## src/rtl/step_sequencer_if.sv

```systemverilog
// Sequencer control/edit bus and sampler-facing trigger outputs.
// master drives controls and edits; slave is the sequencer.
interface step_sequencer_if #(
  parameter int STEPS  = 16,
  parameter int TRACKS = 4
);
  logic                      run;
  logic [27:0]               step_period;
  logic [$clog2(TRACKS)-1:0] edit_track;
  logic [$clog2(STEPS)-1:0]  edit_step;
  logic                      edit_toggle;
  logic                      clear;
  logic [TRACKS-1:0]         mute;
  logic                      load_req;
  logic [TRACKS-1:0]         trigger;
  logic                      start_load;
  logic [$clog2(STEPS)-1:0]  step_index;
  logic                      beat;
  logic                      running;

  modport master (
    output run, step_period, edit_track, edit_step,
    output edit_toggle, clear, mute, load_req,
    input  trigger, start_load, step_index, beat, running
  );

  modport slave (
    input  run, step_period, edit_track, edit_step,
    input  edit_toggle, clear, mute, load_req,
    output trigger, start_load, step_index, beat, running
  );
endinterface

```

## src/rtl/step_sequencer.sv

```systemverilog
// Pattern step sequencer: per-track trigger pulses at each step start.
// Period latched per step, clamped to MIN_PERIOD; loads only while stopped.
module step_sequencer #(
  parameter int STEPS      = 16,
  parameter int TRACKS     = 4,
  parameter int TRIG_LEN   = 4,
  parameter int MIN_PERIOD = 8
) (
  input logic             clk200,
  input logic             reset,
  step_sequencer_if.slave bus
);
  localparam int SW = $clog2(STEPS);

  typedef enum logic {STOPPED, RUNNING} state_t;

  state_t                        state, state_n;
  logic [TRACKS-1:0][STEPS-1:0]  pattern;
  logic [SW-1:0]                 step_q, step_n;
  logic [27:0]                   tick, period_q, period_in;
  logic [TRACKS-1:0]             trig_q, cells;
  logic                          start, advance;
  logic                          beat_q, load_q;

  assign bus.trigger    = trig_q;
  assign bus.beat       = beat_q;
  assign bus.start_load = load_q;
  assign bus.step_index = step_q;
  assign bus.running    = (state == RUNNING);

  // Clamp the requested period before it is latched.
  always_comb begin
    period_in = bus.step_period;
    if (bus.step_period < 28'(MIN_PERIOD))
      period_in = 28'(MIN_PERIOD);
  end

  // Next state, step-start detection and the cells due at that start.
  always_comb begin
    state_n = state;
    start   = 1'b0;
    advance = 1'b0;
    cells   = '0;
    unique case (state)
      STOPPED: begin
        if (bus.run) begin
          state_n = RUNNING;
          start   = 1'b1;
        end
      end
      RUNNING: begin
        if (!bus.run) begin
          state_n = STOPPED;
        end else if (tick == period_q - 28'd1) begin
          start   = 1'b1;
          advance = 1'b1;
        end
      end
    endcase
    step_n = advance ? step_q + 1'b1 : '0;
    for (int t = 0; t < TRACKS; t++)
      cells[t] = pattern[t][step_n] & ~bus.mute[t];
  end

  // State register.
  always_ff @(posedge clk200) begin
    if (reset) state <= STOPPED;
    else       state <= state_n;
  end

  // Step counter, tick counter, period latch and registered pulses.
  always_ff @(posedge clk200) begin
    if (reset) begin
      step_q   <= '0;
      tick     <= '0;
      period_q <= '0;
      trig_q   <= '0;
      beat_q   <= 1'b0;
      load_q   <= 1'b0;
    end else begin
      beat_q <= start;
      load_q <= bus.load_req && (state == STOPPED);
      if (start) begin
        step_q   <= step_n;
        tick     <= '0;
        period_q <= period_in;
        trig_q   <= cells;
      end else if (state == RUNNING && state_n == STOPPED) begin
        step_q <= '0;
        tick   <= '0;
        trig_q <= '0;
      end else if (state == RUNNING) begin
        tick <= tick + 28'd1;
        if (tick == 28'(TRIG_LEN - 1))
          trig_q <= '0;
      end
    end
  end

  // Pattern memory; clear wins over a simultaneous toggle.
  always_ff @(posedge clk200) begin
    if (reset || bus.clear)
      pattern <= '0;
    else if (bus.edit_toggle)
      pattern[bus.edit_track][bus.edit_step] <=
        ~pattern[bus.edit_track][bus.edit_step];
  end
endmodule
```

## src/flat_wrapper.sv

```systemverilog
// flat-port wrapper written by rule: the top's interface ports become plain ports
module step_sequencer_flat 
#(
  parameter int STEPS      = 16,
  parameter int TRACKS     = 4,
  parameter int TRIG_LEN   = 4,
  parameter int MIN_PERIOD = 8
)
  (clk200, reset, bus_run, bus_step_period, bus_edit_track, bus_edit_step, bus_edit_toggle, bus_clear, bus_mute, bus_load_req, bus_trigger, bus_start_load, bus_step_index, bus_beat, bus_running);
  step_sequencer_if #(.STEPS(STEPS), .TRACKS(TRACKS)) bus_i ();
  input logic clk200;
  input logic reset;
  input wire logic [$bits(bus_i.run)-1:0] bus_run;
  input wire logic [$bits(bus_i.step_period)-1:0] bus_step_period;
  input wire logic [$bits(bus_i.edit_track)-1:0] bus_edit_track;
  input wire logic [$bits(bus_i.edit_step)-1:0] bus_edit_step;
  input wire logic [$bits(bus_i.edit_toggle)-1:0] bus_edit_toggle;
  input wire logic [$bits(bus_i.clear)-1:0] bus_clear;
  input wire logic [$bits(bus_i.mute)-1:0] bus_mute;
  input wire logic [$bits(bus_i.load_req)-1:0] bus_load_req;
  output wire logic [$bits(bus_i.trigger)-1:0] bus_trigger;
  output wire logic [$bits(bus_i.start_load)-1:0] bus_start_load;
  output wire logic [$bits(bus_i.step_index)-1:0] bus_step_index;
  output wire logic [$bits(bus_i.beat)-1:0] bus_beat;
  output wire logic [$bits(bus_i.running)-1:0] bus_running;
  assign bus_i.run = bus_run;
  assign bus_i.step_period = bus_step_period;
  assign bus_i.edit_track = bus_edit_track;
  assign bus_i.edit_step = bus_edit_step;
  assign bus_i.edit_toggle = bus_edit_toggle;
  assign bus_i.clear = bus_clear;
  assign bus_i.mute = bus_mute;
  assign bus_i.load_req = bus_load_req;
  assign bus_trigger = bus_i.trigger;
  assign bus_start_load = bus_i.start_load;
  assign bus_step_index = bus_i.step_index;
  assign bus_beat = bus_i.beat;
  assign bus_running = bus_i.running;
  step_sequencer #(.STEPS(STEPS), .TRACKS(TRACKS), .TRIG_LEN(TRIG_LEN), .MIN_PERIOD(MIN_PERIOD)) u_core (.clk200(clk200), .reset(reset), .bus(bus_i));
endmodule
```

## config.mk

```make
export PLATFORM = sky130hd
export DESIGN_NAME = step_sequencer_flat
export DESIGN_NICKNAME = d
export VERILOG_FILES = /design/src/rtl/step_sequencer_if.sv /design/src/rtl/step_sequencer.sv /design/src/flat_wrapper.sv
export SDC_FILE = /design/constraint.sdc
export NUM_CORES = 1
export LEC_CHECK = 0
export CAP_MARGIN = 5
export CORE_MARGIN = 10
export CORE_UTILIZATION = 40
export DETAILED_ROUTE_END_ITERATION = 6
export SKIP_CTS_REPAIR_TIMING = 1
export SLEW_MARGIN = 20
export SYNTH_ARGS = -nofsm -noshare
export SYNTH_HDL_FRONTEND = slang
export SYNTH_SLANG_ARGS = --single-unit
```

## constraint.sdc

```tcl
create_clock -name clk200 -period 5.9 [get_ports clk200]
set_input_delay 0.59 -clock clk200 [delete_from_list [all_inputs] [get_ports clk200]]
set_output_delay 0.59 -clock clk200 [all_outputs]
set_load 0.03 [all_outputs]
```

[Word level (Yosys, flattened, before mapping)]
Index checks and enable logic that the tools add are counted.
Cells by class
  equal/unequal tests: 2
  add/subtract/negate cells: 3
  bitwise operators: 11
  $lt $le $gt $ge: 6
  multiplexer cells: 30
  reductions and logical operators: 10
Operators with widths (number)
  $bwmux W64: 1
  $bmux W16 S2: 1
  $demux W16 S2: 1
  $mux W16: 2
  $add A28 B1 Y28 const B: 1
  $eq A28 B2 Y1 const B: 1
  $eq A28 B28 Y1: 1
  $lt A28 B4 Y1 const B: 1
  $mux W28: 1
  $mux W4: 7
  $sub A28 B1 Y28 const B: 1
  $bmux W1 S4: 5
  $lt A4 B5 Y1 const B: 2
  $mux W1: 10
  $not A1 Y1: 7
  $reduce_bool A3 Y1: 2
  $add A4 B1 Y4 const B: 1
  $and A1 B1 Y1: 4
  $demux W1 S4: 1
  $ge A4 B1 Y1 const B: 1
  $logic_and A1 B1 Y1: 4
  $lt A2 B3 Y1 const B: 1
  $reduce_or A3 Y1: 1
  $ge A2 B1 Y1 const B: 1
  4 further kinds: 4
Storage, ports and cells
  flip-flop bits (word level): 131
  word-level logic and storage cells: 73

[Depth between registers and ports, before layout]
Gate-level depths: netlist of the first run.
  depth in word-level cells: 10
  mapped depth: 13

[Worst setup path before layout of the first run]
OpenSTA, ideal clock, no wires.
  kind: reg-to-reg
  start point: register u_core.period_q[0]
  end point: register u_core.trig_q[1] (netlist: u_core.bus.trigger[1])
  data required time: 5.766 ns
  stages on the path, launching flop included: 12
  arrival time: 3.352 ns
  setup slack: 2.414 ns
  setup time: 0.134 ns
  path through: dfxtp_1 -> inv_1 -> ha_1 -> or4b_4 -> or4_4 -> or4_1 -> a211o_1 -> a221oi_1 -> nand4_1 -> o2bb2ai_1 -> a211oi_1 -> o32ai_1
On the way
  cells in the longest elaborated chain, start to end: 10
RTL lines
  from (decl): RTL line step_sequencer.sv:20  | logic [27:0] tick, period_q, period_in;
  from (signal assigned): RTL line step_sequencer.sv:86  | period_q <= period_in;
  $sub A28 B1 Y28 *: RTL line step_sequencer.sv:54  | end else if (tick == period_q - 28'd1) begin
  $eq A28 B28 Y1 *: RTL line step_sequencer.sv:54
  $mux W1 *: RTL line step_sequencer.sv:54
  $mux W1 *: RTL line step_sequencer.sv:52  | if (!bus.run) begin
  $mux W1: RTL line step_sequencer.sv:44  | unique case (state)
  $mux W4: RTL line step_sequencer.sv:60  | step_n = advance ? step_q + 1'b1 : '0;
  $bmux W1 S4: RTL line step_sequencer.sv:62  | cells[t] = pattern[t][step_n] & ~bus.mute[t];
  $mux W1 (not written as such): RTL line step_sequencer.sv:62
  $and A1 B1 Y1: RTL line step_sequencer.sv:62
  $mux W4: RTL line step_sequencer.sv:83  | if (start) begin
  to (signal assigned): RTL line step_sequencer.sv:87  | trig_q <= cells;
  to (decl): RTL line step_sequencer.sv:21  | logic [TRACKS-1:0] trig_q, cells;
Mark *: on every way between the ends. The rest lies on a longest branch, timed or not. The select of a mux whose other input is x is not followed.
A chain may end at the register's enable or synchronous reset.

[Worst setup path in the final report of the first run]
  start point: register u_core.period_q[0]
  end point: register u_core.tick[1]
On the way
  cells in the longest elaborated chain, start to end: 6
RTL lines
  $sub A28 B1 Y28: RTL line step_sequencer.sv:54
  $eq A28 B28 Y1: RTL line step_sequencer.sv:54
  $mux W1: RTL line step_sequencer.sv:54
  $mux W1: RTL line step_sequencer.sv:52
  $pmux W1 S2: RTL line step_sequencer.sv:44
  $reduce_or A3 Y1 (no line)
  to (signal assigned): RTL line step_sequencer.sv:93  | tick <= tick + 28'd1;
  to (decl): RTL line step_sequencer.sv:20
Every way passes these cells.

==> run metrics, run 1 <==
via count roughly 6400; Overall Global Routing Usage between 15 and 20%; cells on worst reg2reg path 11; Pwr per Cell Area between 200 and 300 mW/mm²; largest net degree at the start of global routing 65; met2 Resource Use GR approximately 30%; violation count after the first detailed-routing iteration ~380; routed len/inst 18.3 µm; H-tree depth 4; Avg Inst Size Synth roughly 8.5 µm²; commonest cells after routing, fill and taps aside nor2_1, dfxtp_1, a211oi_1; 1st-pass router iterations 5; CP arrival around 4600 ps; die footprint around 0.024 mm²; total grt overflow 0; unrepaired setup endpoints after global routing no; area grow syn2layout 17.9%; status complete, no violations; Layout Utilization about half; reg2reg start u_core.period_q[0]; Max Cap Viol 0; ranking of synthesized cells by area dfxtp_1, nor2_1, mux4_2, a211oi_1, mux2i_1; DRC viols 0; Distinct cells, synth 64; routed wire length about 21 mm; HPWL Detailed 14.9 mm; Placer Congestion around 0.9; Hold Crit Start u_core.bus.trigger[1]; # clock sinks roughly 130; Crit. End Element register; fmax 0.229 GHz; row count about 50; CTS tree built; Pleak approximately 2.9 nW; CTS Buffer Depth 2; most common cell after layout, fill and taps aside nor2_1; met1 usage a little over 20%; crit path max fanout 28; FF+latch count, synth ~130; # setup viols final 0; skew final approximately 9.3 ps; initial antenna violation count 0; fin crit period ~4400 ps; number of nets in the layout about 940; Post-Syn Instances approximately 870; clk slew on worst S/H paths about 60 ps; final hold slack 492 ps; IO Count between 50 and 60; final slew viol count 0; Setup TNS Final 0 ps; GRT Max-Usage Layer met2; clock latency on the worst-skew pair about 420 ps; R2R setup slack 1540 ps; Hold Vio Cnt, Final 0; Hold WC Path Type register to register; port buffer count 54; Vias/cell approximately 5.6; crit path kind register to register; Post-Synthesis Cell Area 0.00739 mm²; worst hold stages 2; dominant cell type by area after synthesis dfxtp_1; post-synth top area share a little over a third; Root Buffer clkbuf_16; Core Area 0.0181 mm²; Slew Limit Headroom 23.8%; Yosys warning count 0; worst slew pin tran between 1000 and 1500 ps; Post-synth EDFFs 0; Peak VDD IR 186 µV; first-pass GRT wire length 33.4 mm; TritonCTS Buffers 17; initial core utilization between 40% and 50%; fraction of layout instances using a drive strength above 1 between 9 and 10%; diode count 0; Critical Path Start Type register; Critical Path RT a little over 6000 ps; Worst Hold End u_core.bus.trigger[1]; Async SR Flop Fraction 0%; Die W around 160 µm; reg2reg end u_core.tick[1]; Final period util between 70% and 80%; Die Ht about 160 µm; post-route antenna net violation count 0; synthesized net count 915; met3 track demand over resource under 10%; number of global-route vias before repair 6196; ys flop type dfxtp_1; Seq/Total Area, Yosys 35.5%
[metal layers]
layer / vias up / share of wire, %
li1: 3205 / -
met1: 2989 / 44
met2: 176 / 49
met3: 22 / 5.2
met4: 0 / 1.7
met5: - / 0
[worst max-delay path, stage by stage, from the launching register on]
cell	delay, ps
dfxtp_1	340
inv_1	80
ha_1	250
or4b_4	530
or4_4	520
or4_1	420
a211o_1	330
a22oi_2	240
nand4_4	280
and2_1	300
nand2b_1	750
nor2_1	130
[synthesized netlist by cell type (all sizes together) (9+ instances only)]
cell type	n
and3	9
nor2	217
buf	13
xor2	36
inv	16
mux4	27
nand2	45
mux2i	33
a211oi	69
a21oi	11
nand3	22
nor2b	12
dfxtp	131
o21ai	18
nand4	14
xnor2	28
nor3	18
clkbuf	38
nor4	17
[power breakdown]
| part | switching, W | total, W | internal [W] |
|---|---|---|---|
| sequential | 0.0000201 | 0.000919 | 0.000899 |
| clock | 0.000406 | 0.00118 | 0.000772 |
| combinational | 0.000132 | 0.000234 | 0.000102 |
[state kept, by name (all words and copies together) (netlist names)]
register,cells
u_core.bus.step_index,4
u_core.bus.running,1
u_core.pattern,64
u_core.period_q,28
u_core.bus.start_load,1
u_core.tick,28
u_core.bus.beat,1
u_core.bus.trigger,4
[cell type report]
| class | instances | area (µm²) |
|---|---|---|
| Fill cell | 1743 | 9380 |
| Multi-Input combinational cell | 669 | 4490 |
| Sequential cell | 131 | 2620 |
| Timing Repair Buffer | 61 | 588 |
| Clock buffer | 19 | 453 |
| Tap cell | 229 | 287 |
| Clock inverter | 13 | 205 |
| Inverter | 17 | 63.8 |
[logic make-up (layout without fill, tap and decap cells)]
logic type                 count (synthesis)  after routing  synth area share [%]
and+or+nand+nor                          395            395                  24.8
adders and majority gates                  3              3                 0.508
DFF                                      131            131                  35.5
buffers and inverters                     68            110                  3.91
AOI/OAI and AO/OA                        143            143                  14.4
xor gates and xnor gates                  64             64                  7.59
muxes                                     64             64                  13.3
[stage by stage]
step | total power (W) | instances | setup WS (ps) | instance area (µm²)
after floorplan | 0.00109 | 868 | 2410 | 7390
after global placement | 0.00117 | 1107 | 1380 | 8050
after detailed placement | 0.00117 | 1107 | 1550 | 8040
after CTS | 0.00235 | 1139 | 1550 | 8700
after global routing | 0.00241 | 1139 | 1110 | 8710
final | 0.00233 | 1139 | 1540 | 8710
[worst max-delay path by stage]
stage,cells past startpoint,endpoint,start
6_report,11,u_core.tick[1],u_core.period_q[0]
5_1_grt,11,u_core.tick[1],u_core.period_q[0]
4_1_cts,11,u_core.tick[1],u_core.period_q[0]
3_5_place_dp,11,u_core.tick[1],u_core.period_q[0]
3_3_place_gp,6,u_core.pattern[63],bus_edit_track[0]
2_1_floorplan,11,u_core.bus.trigger[1],u_core.period_q[0]
Power figures use the tool's default switching activity.
==> inputs of run 2 (changes only) <==
==> constraint.sdc (replaced) <==
create_clock -name clk200 -period 4.5 [get_ports clk200]
set_input_delay 0.45 -clock clk200 [delete_from_list [all_inputs] [get_ports clk200]]
set_output_delay 0.45 -clock clk200 [all_outputs]
set_load 0.03 [all_outputs]
==> run 2 against run 1 <==
  * Routed wire length rose by 2.4%
  * Setup slack got worse by 970 ps
  * Clock power up 27%
  * Hold slack improved by 16 ps
  * Final cell count increased by 0.70%
  * Final area up 0.42%
  * Sequential share of layout area is 0.12 points lower
  * Utilization is 0.20 points higher
  * First-iteration DRC count is 25% higher
  * Critical path depth did not move
  * Sequential cell count unchanged
  * Non-clock buffer count is 8 higher
  * Critical endpoint is now u_core.bus.trigger[1]
  * Largest cell class unchanged
  * Largest power group unchanged
  * Highest routed layer unchanged
==> run metrics, run 2 (synthesis results as in run 1) <==
diode count 0; number of global-route vias before repair ~6200; CP arrival 4220 ps; fmax between 0.2 and 0.3 GHz; Die W between 150 and 200 µm; Largest Register u_core.pattern; initial core utilization between 40% and 50%; power share of the sequential group approximately 40%; total grt overflow 0; via count 6522; final slew viol count 0; routed len/inst about 19 µm; 1st-pass router iterations 5; fraction of layout instances using a drive strength above 1 9.48%; dpl ws 643 ps; Hold Vio Cnt, Final 0; Hold WC Path Type register to register; largest net degree at the start of global routing between 40 and 50; Layout Utilization just under 50%; worst slew pin tran approximately 1100 ps; clock share of power ~50%; Slew Limit Headroom between 20% and 30%; Die Ht roughly 160 µm; TritonCTS Buffers 17; post-route antenna net violation count 0; die footprint between 0.02 and 0.025 mm²; Final period util between 80% and 90%; Combinational Power Share between 10 and 15%; port buffer count 54; crit path max fanout 7; Pwr per Cell Area between 300 and 400 mW/mm²; Core Area 0.0181 mm²; row count 49; Largest regs u_core.pattern (64), u_core.period_q (28), u_core.tick (28); DRC viols 0; most common cell after layout, fill and taps aside nor2_1; Peak VDD IR about 290 µV; HPWL Detailed 15.1 mm; reg2reg start u_core.period_q[0]; routed wire length 21.3 mm; switching share of power 24.6%; crit path launch u_core.period_q[0]; fin crit period 3930 ps; Root Buffer clkbuf_16; Vias/cell about 5.7; Critical Path RT between 4000 and 5000 ps; IO Count 55; internal power roughly 0.0023 W; # setup viols final 0; P_sw roughly 0.00074 W; clk slew on worst S/H paths ~60 ps; clock latency on the worst-skew pair 430 ps; Crit. End Element register; Placer Congestion about 0.85; violation count after the first detailed-routing iteration ~480; number of nets in the layout about 950; Setup TNS Final 0 ps; CTS Buffer Depth 2; commonest cells after routing, fill and taps aside nor2_1, dfxtp_1, a211oi_1; Critical Path Start Type register; area grow syn2layout 18.4%; unrepaired setup endpoints after global routing no; Pleak around 3 nW; max reg flops 64; Overall Global Routing Usage 17.5%; # clock sinks 131; first-pass GRT wire length roughly 34 mm; crit path kind register to register; initial antenna violation count 0; worst setup margin 570 ps; status complete, no violations; skew final 7.37 ps; Max Cap Viol 0; CTS tree built; H-tree depth 4; Hold Crit Start u_core.bus.step_index[1]
[run 2: final timing paths]
kind                                   end  slack [ps]  cells past startpoint
setup / recovery     u_core.bus.trigger[1]         570                     11
hold / removal    u_core.bus.step_index[1]         510                      2
setup reg to reg     u_core.bus.trigger[1]         570                     11
hold reg to reg   u_core.bus.step_index[1]         510                      2
[run 2: metrics by stage]
step | hold slack, ps | area (µm²) | cells | total power (W)
3_3_place_gp | 499 | 8110 | 1115 | 0.00154
4_1_cts | 513 | 8750 | 1147 | 0.00303
6_report | 508 | 8750 | 1147 | 0.00302
3_5_place_dp | 507 | 8110 | 1115 | 0.00154
2_1_floorplan | 480 | 7390 | 868 | 0.00144
5_1_grt | 527 | 8750 | 1147 | 0.00311
[run 2: area by class of cell]
cell class | count | area (µm²)
inverter | 17 | 63.8
timing repair buffer | 69 | 653
clock buffer | 20 | 457
fill | 1719 | 9340
multi-input combinational | 669 | 4480
sequential | 131 | 2620
tap | 229 | 287
clock inverter | 12 | 180
[run 2: routing by layer]
| metal | routed length, µm | up-vias | share of wire [%] | track usage (%) |
|---|---|---|---|---|
| li1 | - | 3208 | - | - |
| met1 | 9550 | 3100 | 45 | 22.2 |
| met2 | 10400 | 184 | 49 | 29.2 |
| met3 | 1020 | 30 | 4.8 | 3.42 |
| met4 | 353 | 0 | 1.7 | 5.67 |
| met5 | 0 | - | 0 | 0 |
[run 2: critical path, stage by stage, from the launching register on]
cell,delay (ps)
dfxtp_1,340
inv_1,80
ha_1,250
or4b_4,530
or4_4,510
or4_1,410
a211o_1,330
a221oi_1,300
nand4_1,390
o2bb2ai_1,260
a211oi_1,270
o32ai_1,120
[run 2: power groups by stage]
stage | Sequential [W] | Clock, W | Combinational (W)
floorplan | 0.00122 | 0 | 0.000213
global placement | 0.00123 | 0 | 0.000311
detailed placement | 0.00123 | 0 | 0.000313
CTS | 0.00121 | 0.00151 | 0.000315
global route | 0.00121 | 0.00156 | 0.000342
finish | 0.00121 | 0.00150 | 0.000312
